`config.mk`:
```
export PLATFORM = sky130hd
export DESIGN_NAME = fwd_ctrl
export DESIGN_NICKNAME = d
export VERILOG_FILES = /design/src/rtl/fwd_ctrl_pkg.sv /design/src/rtl/fwd_ctrl_sel.sv /design/src/rtl/fwd_ctrl.sv
export SDC_FILE = /design/constraint.sdc
export NUM_CORES = 1
export LEC_CHECK = 0
export CAP_MARGIN = 30
export CORE_MARGIN = 10
export CORE_UTILIZATION = 40
export DETAILED_ROUTE_END_ITERATION = 8
export PLACE_DENSITY = 0.68
export SLEW_MARGIN = 10
export SYNTH_ARGS = -nofsm -noshare
export SYNTH_HDL_FRONTEND = slang
export SYNTH_SLANG_ARGS = --single-unit
```
`constraint.sdc`:
```
create_clock -name clk -period 2.05 [get_ports clk]
set_input_delay 0.41 -clock clk [delete_from_list [all_inputs] [get_ports clk]]
set_output_delay 0.41 -clock clk [all_outputs]
set_load 0.03 [all_outputs]
```
`src/rtl/fwd_ctrl_pkg.sv`:
```
// Shared definitions for the forwarding/hazard controller: operand select
// encodings, register address width and the pipeline stage records.
package fwd_ctrl_pkg;

    localparam int REG_AW = 4;

    localparam logic [1:0] SEL_RF    = 2'd0;
    localparam logic [1:0] SEL_EXMEM = 2'd1;
    localparam logic [1:0] SEL_MEMWB = 2'd2;

    typedef struct packed {
        logic              valid;
        logic [REG_AW-1:0] rd;
        logic              regwrite;
        logic              memread;
    } ex_rec_t;

    typedef struct packed {
        logic              valid;
        logic [REG_AW-1:0] rd;
        logic              regwrite;
    } mem_rec_t;

    localparam ex_rec_t  EX_BUBBLE  = '0;
    localparam mem_rec_t MEM_BUBBLE = '0;

    // A stage only produces a forwardable value when it really writes a
    // non-zero register; R0 always reads as zero.
    function automatic logic tag_qualified(input logic              valid,
                                           input logic              regwrite,
                                           input logic [REG_AW-1:0] rd);
        return valid & regwrite & (rd != '0);
    endfunction

endpackage

```
`src/rtl/fwd_ctrl_sel.sv`:
```
// fwd_sel: compares one source register against the qualified EX and MEM
// destination tags and returns the operand mux select (EX/MEM wins).
module fwd_sel
    import fwd_ctrl_pkg::*;
(
    input  logic [REG_AW-1:0] src,
    input  logic              ex_tag_vld,
    input  logic [REG_AW-1:0] ex_tag,
    input  logic              mem_tag_vld,
    input  logic [REG_AW-1:0] mem_tag,
    output logic [1:0]        sel
);

    always_comb begin
        sel = SEL_RF;
        if (ex_tag_vld && (ex_tag == src)) begin
            sel = SEL_EXMEM;
        end else if (mem_tag_vld && (mem_tag == src)) begin
            sel = SEL_MEMWB;
        end
    end

endmodule

```
`src/rtl/fwd_ctrl.sv`:
```
// fwd_ctrl: tracks EX/MEM destination tags, registers the EX operand selects
// for the instruction in ID, and inserts one-cycle load-use bubbles.
module fwd_ctrl #(
    parameter int REG_AW = 4,
    parameter int CNT_W  = 16
) (
    input  logic              clk,
    input  logic              rst,
    input  logic              id_valid,
    input  logic [REG_AW-1:0] id_rs1,
    input  logic [REG_AW-1:0] id_rs2,
    input  logic [REG_AW-1:0] id_rd,
    input  logic              id_regwrite,
    input  logic              id_memread,
    input  logic              flush,
    output logic              stall,
    output logic [1:0]        alu_src_a,
    output logic [1:0]        alu_src_b,
    output logic              ex_valid,
    output logic [CNT_W-1:0]  stall_cnt
);

    import fwd_ctrl_pkg::*;

    ex_rec_t          ex_q, ex_d;
    mem_rec_t         mem_q, mem_d;
    logic [1:0]       src_a_q, src_a_d;
    logic [1:0]       src_b_q, src_b_d;
    logic [CNT_W-1:0] cnt_q, cnt_d;

    logic             ex_tag_vld;
    logic             mem_tag_vld;
    logic [1:0]       sel_a;
    logic [1:0]       sel_b;
    logic             load_use;
    logic             stall_int;

    assign ex_tag_vld  = tag_qualified(ex_q.valid, ex_q.regwrite, ex_q.rd);
    assign mem_tag_vld = tag_qualified(mem_q.valid, mem_q.regwrite, mem_q.rd);

    fwd_sel u_sel_a (
        .src         (id_rs1),
        .ex_tag_vld  (ex_tag_vld),
        .ex_tag      (ex_q.rd),
        .mem_tag_vld (mem_tag_vld),
        .mem_tag     (mem_q.rd),
        .sel         (sel_a)
    );

    fwd_sel u_sel_b (
        .src         (id_rs2),
        .ex_tag_vld  (ex_tag_vld),
        .ex_tag      (ex_q.rd),
        .mem_tag_vld (mem_tag_vld),
        .mem_tag     (mem_q.rd),
        .sel         (sel_b)
    );

    // A load in EX cannot forward to ID in time; hold ID one cycle so the
    // load reaches MEM. A taken branch kills ID anyway, so it wins.
    always_comb begin
        load_use  = id_valid & ex_q.valid & ex_q.memread & (ex_q.rd != '0) &
                    ((ex_q.rd == id_rs1) | (ex_q.rd == id_rs2));
        stall_int = load_use & ~flush;
    end

    always_comb begin
        ex_d    = EX_BUBBLE;
        src_a_d = SEL_RF;
        src_b_d = SEL_RF;
        mem_d   = '{valid: ex_q.valid, rd: ex_q.rd, regwrite: ex_q.regwrite};
        cnt_d   = cnt_q;

        if (!stall_int && !flush) begin
            ex_d.valid    = id_valid;
            ex_d.rd       = id_rd;
            ex_d.regwrite = id_regwrite & id_valid;
            ex_d.memread  = id_memread & id_valid;
            if (id_valid) begin
                src_a_d = sel_a;
                src_b_d = sel_b;
            end
        end

        if (stall_int && (cnt_q != '1)) begin
            cnt_d = cnt_q + 1'b1;
        end
    end

    always_ff @(posedge clk) begin
        if (rst) begin
            ex_q    <= EX_BUBBLE;
            mem_q   <= MEM_BUBBLE;
            src_a_q <= SEL_RF;
            src_b_q <= SEL_RF;
            cnt_q   <= '0;
        end else begin
            ex_q    <= ex_d;
            mem_q   <= mem_d;
            src_a_q <= src_a_d;
            src_b_q <= src_b_d;
            cnt_q   <= cnt_d;
        end
    end

    assign stall     = stall_int;
    assign alu_src_a = src_a_q;
    assign alu_src_b = src_b_q;
    assign ex_valid  = ex_q.valid;
    assign stall_cnt = cnt_q;

endmodule

```
After elaboration in Yosys (flattened, before gate mapping):

Index checks and enable logic that the tools add are counted.

* bits in registers: 33

* add/subtract/negate cells: 1
* reductions and logical operators: 14
* multiplexer cells: 4
* bitwise operators: 15
* eq/ne operators: 5

Operator list (count)
* $add 16x1->16 const B: 1
* $eq 4x4->1: 4
* $ne 16x16->1 const B: 1
* $and 1x1->1: 11
* $reduce_bool 4->1: 2
* $reduce_or 4->1: 2
* $logic_and 1x1->1: 6
* $mux 2: 2
* $not 1->1: 3
* $reduce_or 3->1: 1
* $logic_not 1->1: 2
* $mux 1: 2
* $reduce_or 2->1: 1
* $or 1x1->1: 1

Logic depth before layout (Yosys ltp):

* depth in word-level cells: 9
* depth in mapped cells: 7

Hierarchy:

Synthesis repeated with hierarchy kept, for this count alone.

* cells, all modules: 186
* area total of the unflattened synthesis: 1639.1 um2

By module, submodules not included
* fwd_ctrl: sequential area each 660.6 um2, area an instance 1408.9 um2, cells an instance 154, times used 1
* fwd_sel: sequential area each 0.0 um2, area an instance 115.1 um2, cells an instance 16, times used 2

Worst setup path before layout:

OpenSTA, ideal clock, no wires.

* path type: reg-to-reg
* start: reg cnt_q[0] (netlist: stall_cnt[0])
* end: reg cnt_q[1] (netlist: stall_cnt[1])
* library setup time: 0.132 ns
* slack: -0.013 ns
* stages on the path, launching flop included: 8
* arrival time: 1.931 ns
* data required time: 1.918 ns
* path through: dfxtp_1 > ha_1 > nand4_1 > nor4_1 > clkbuf_1 > clkbuf_1 > nand3b_1 > a21oi_1

* longest elaborated chain between the ends: 2

Ends and longest elaborated chain
* start, declared: RTL line fwd_ctrl.sv:29 `logic [CNT_W-1:0] cnt_q, cnt_d;`
* start signal, assigned: RTL line fwd_ctrl.sv:102 `cnt_q <= cnt_d;`
* branches (longest 2 deep; another with $add 16x1->16)

Several ways; the timed one is not identified.
A chain may end at the register's enable or synchronous reset.

Worst setup path in the final report:

* start: in id_valid
* end: reg cnt_q[15] (netlist: stall_cnt[15])

* longest elaborated chain between the ends: 6

Ends and longest elaborated chain
* start, declared: RTL line fwd_ctrl.sv:9 `input logic id_valid,`
* $and 1x1->1 (4 in series): RTL line fwd_ctrl.sv:62 `load_use = id_valid & ex_q.valid & ex_q.memread & (ex_q.rd != '0) &`
* $and 1x1->1: RTL line fwd_ctrl.sv:64 `stall_int = load_use & ~flush;`
* $logic_and 1x1->1: RTL line fwd_ctrl.sv:85 `if (stall_int && (cnt_q != '1)) begin`

Every way passes these cells.

==> flow_metrics.env <==
export IMPL_synth_distinct_cells=34
export IMPL_synth_common_cells="dfxtp_1 (33), xor2_1 (15), a21oi_1 (13)"
export IMPL_die_h_um=82.3
export IMPL_p_sw_share_pct=22.9
export IMPL_syn_avg_cell_area_um2=9.01
export IMPL_syn_inst=172
export IMPL_drt_initial_drc_count=131
export IMPL_ys_ff_latch=33
export IMPL_dp_cells=271
export IMPL_num_antenna_cells=0
export IMPL_final_hold_violation_count=0
export IMPL_ys_flop_type="dfxtp_1"
export IMPL_combPwrFrac_pct=9.1
export IMPL_syn_nets=191
export IMPL_status="complete, no violations"
export IMPL_power_frac_seq_pct=50.0
export IMPL_min_from="ex_q[1]"
export IMPL_grt_overflow=0
export IMPL_period_minus_slack_ns=2.00
export IMPL_cts_root_buf="clkbuf_8"
export IMPL_viasPerCell=5.39
export IMPL_design_area_mm2=0.00235
export IMPL_pin_count=40
export IMPL_synth_edf_count=0
export IMPL_post_dp_cell_area_mm2=0.00211
export IMPL_postRouteAntennaNets=0
export IMPL_grt_pass1_wl_um=7430
export IMPL_holdPathStages=1
export IMPL_cts_buffer_depth=2
export IMPL_maxCapViolCount=0
export IMPL_synth_top_cell_by_area="dfxtp_1"
export IMPL_worstSetupEndpointType="register"
export IMPL_fin_skew_ns=0.00968
export IMPL_die_w_um=82.3
export IMPL_hpwl_um=3320
export IMPL_drv_slew=0
export IMPL_hp_class="register to register"
export IMPL_drt_first_pass_iters=4
export IMPL_worstSetupPathType="input port to register"
export IMPL_cts_tree="done"
export IMPL_p_switching_uw=301
export IMPL_numCtsBuffers=5
export IMPL_vias=1542
export IMPL_die_area_mm2=0.00677
export IMPL_htreeDepth=2
export IMPL_yosysTopAreaCellShare_pct=42.6
export IMPL_clockPowerShare_pct=40.9
export IMPL_area_growth_pct=51.7
export IMPL_reg2reg_depth=7
export IMPL_gp_congestion=0.886
export IMPL_yosysMostFrequentCell="dfxtp_1"
export IMPL_nNetsFinal=256
export IMPL_rsz0062_at_grt="true"
export IMPL_max_vdd_ir_drop_mv=0.328
export IMPL_p_leak_nw=0.858
export IMPL_setup_viol=0
export IMPL_grt_total_usage_pct=14.2
export IMPL_top_layer="met4"
export IMPL_p_int_mw=1.02
export IMPL_drive_above_1_share_pct=23.5
export IMPL_cp_arrival_ns=2.22
export IMPL_synth_seq_area_share_pct=42.6
export IMPL_yosysWarnings=0
export IMPL_cts_sinks=33
export IMPL_grt_pass1_vias=1606
export IMPL_rows=22
export IMPL_port_buffers=39
export IMPL_drt_total_wl_um=4690
export IMPL_slew_headroom_pct=69.2
export IMPL_grt_max_degree=18
export IMPL_synth_top_cells_by_area="dfxtp_1 (43%), xor2_1 (8.5%), or4_1 (4.8%)"
export IMPL_worst_slew_pin_transition_ns=0.457
export IMPL_drc=0
export IMPL_crit_fanout=4
export IMPL_coreArea_mm2=0.00372
export IMPL_fin_crit_sh_pct=97.8
export IMPL_syn_cell_area_mm2=0.00155
export IMPL_synthArstFlopShare_pct=0
export IMPL_antenna_found_initial=0
export IMPL_start_util_pct=41.7
export IMPL_crit_start="id_valid"
export IMPL_wl_per_cell_um=16.4
export IMPL_clk_pin_slew_ns=0.07
export IMPL_hold_buffers=0
export IMPL_powerDensity_mw_per_mm2=560
export IMPL_critPathLaunchType="input port"
export IMPL_wl_met2_um=2310
export IMPL_final_cells=286
export IMPL_met1_length_um=1960
export IMPL_r2r_start="ex_q[3]"
export IMPL_wl_met3_um=298
export IMPL_clk_latency_ns=0.29
export IMPL_clock_fmax_ghz=0.499
export IMPL_crit_required_ns=2.27
layer usage:
layer | vias up | GRT usage [%]
li1 | 759 | -
met1 | 719 | 16.0
met2 | 53 | 23.5
met3 | 11 | 3.89
met4 | 0 | 8.67
met5 | - | 0
registers in the layout, indices dropped and copies added, names as in the netlist:
signal,flops
mem_q,6
alu_src_a,2
ex_q,6
stall_cnt,16
alu_src_b,2
ex_valid,1
logic make-up (layout without fill, tap and decap cells):
group / after synthesis / count (layout) / synth area share (%)
buffers and inverters: 10 / 76 / 2.91
DFF: 33 / 33 / 42.6
xor gates and xnor gates: 17 / 17 / 9.60
AOI/OAI and AO/OA: 35 / 35 / 14.1
and+or+nand+nor: 76 / 76 / 29.9
adders and majority gates: 1 / 1 / 0.807
cells in the final DEF (no fill, tap or decap), drive strengths merged, types with 8 or more instances in the layout:
cell / n
xor2: 15
o21ai: 9
clkdlybuf4s50: 30
buf: 25
nor2: 9
a21oi: 13
nand2: 11
clkbuf: 8
dfxtp: 33
or4: 10
final cells by class:
cell class	instances	area (um^2)
Fill cell	302	1370
Multi-Input combinational cell	129	935
Inverter	5	18.8
Sequential cell	33	673
Clock inverter	1	5.00
Clock buffer	7	96.3
Tap cell	48	60.1
Timing Repair Buffer	63	563
stage by stage:
| step | setup TNS (ns) | hold slack (ns) | util, % | setup WS [ns] | total power, mW |
|---|---|---|---|---|---|
| after floorplan | 0 | 0.438 | - | 0.119 | 0.717 |
| after global placement | -6.74 | 0.462 | 56.7 | -0.374 | 0.775 |
| after detailed placement | -8.65 | 0.463 | 56.7 | -0.456 | 0.778 |
| after CTS | 0 | 0.472 | 62.1 | 0.0100 | 1.31 |
| after global routing | -0.0815 | 0.489 | 63.3 | -0.0348 | 1.36 |
| final | 0 | 0.469 | 63.3 | 0.0456 | 1.32 |
path summary, 6_finish.rpt:
check,slack (ns),to
worst max-delay path,0.05,stall_cnt[15]
worst min-delay path,0.47,mem_q[0]
worst max register to register,0.07,stall_cnt[6]
worst min register to register,0.47,mem_q[0]
power by group through the flow:
stage / clock network, mW / registers (mW) / logic [mW]
floorplan: 0 / 0.672 / 0.0458
global placement: 0 / 0.672 / 0.103
detailed placement: 0 / 0.672 / 0.106
CTS: 0.539 / 0.660 / 0.112
global route: 0.570 / 0.660 / 0.130
finish: 0.538 / 0.659 / 0.120
worst max-delay path: stages:
cell and delay, ns:
clkdlybuf4s50_1 0.48, nand2_1 0.11, nor3_1 0.36, o211ai_1 0.24, or4_1 0.45, a21oi_1 0.16
what timing repair did:
item                                   in CTS  in global routing
pin swaps                                   4                  3
gates resized for setup                    20                 13
setup endpoints to repair                  14                 19
buffers inserted                            5                  2
gates cloned                                0                  0
endpoints found under the hold margin       0                  0
Power figures use the tool's default switching activity.
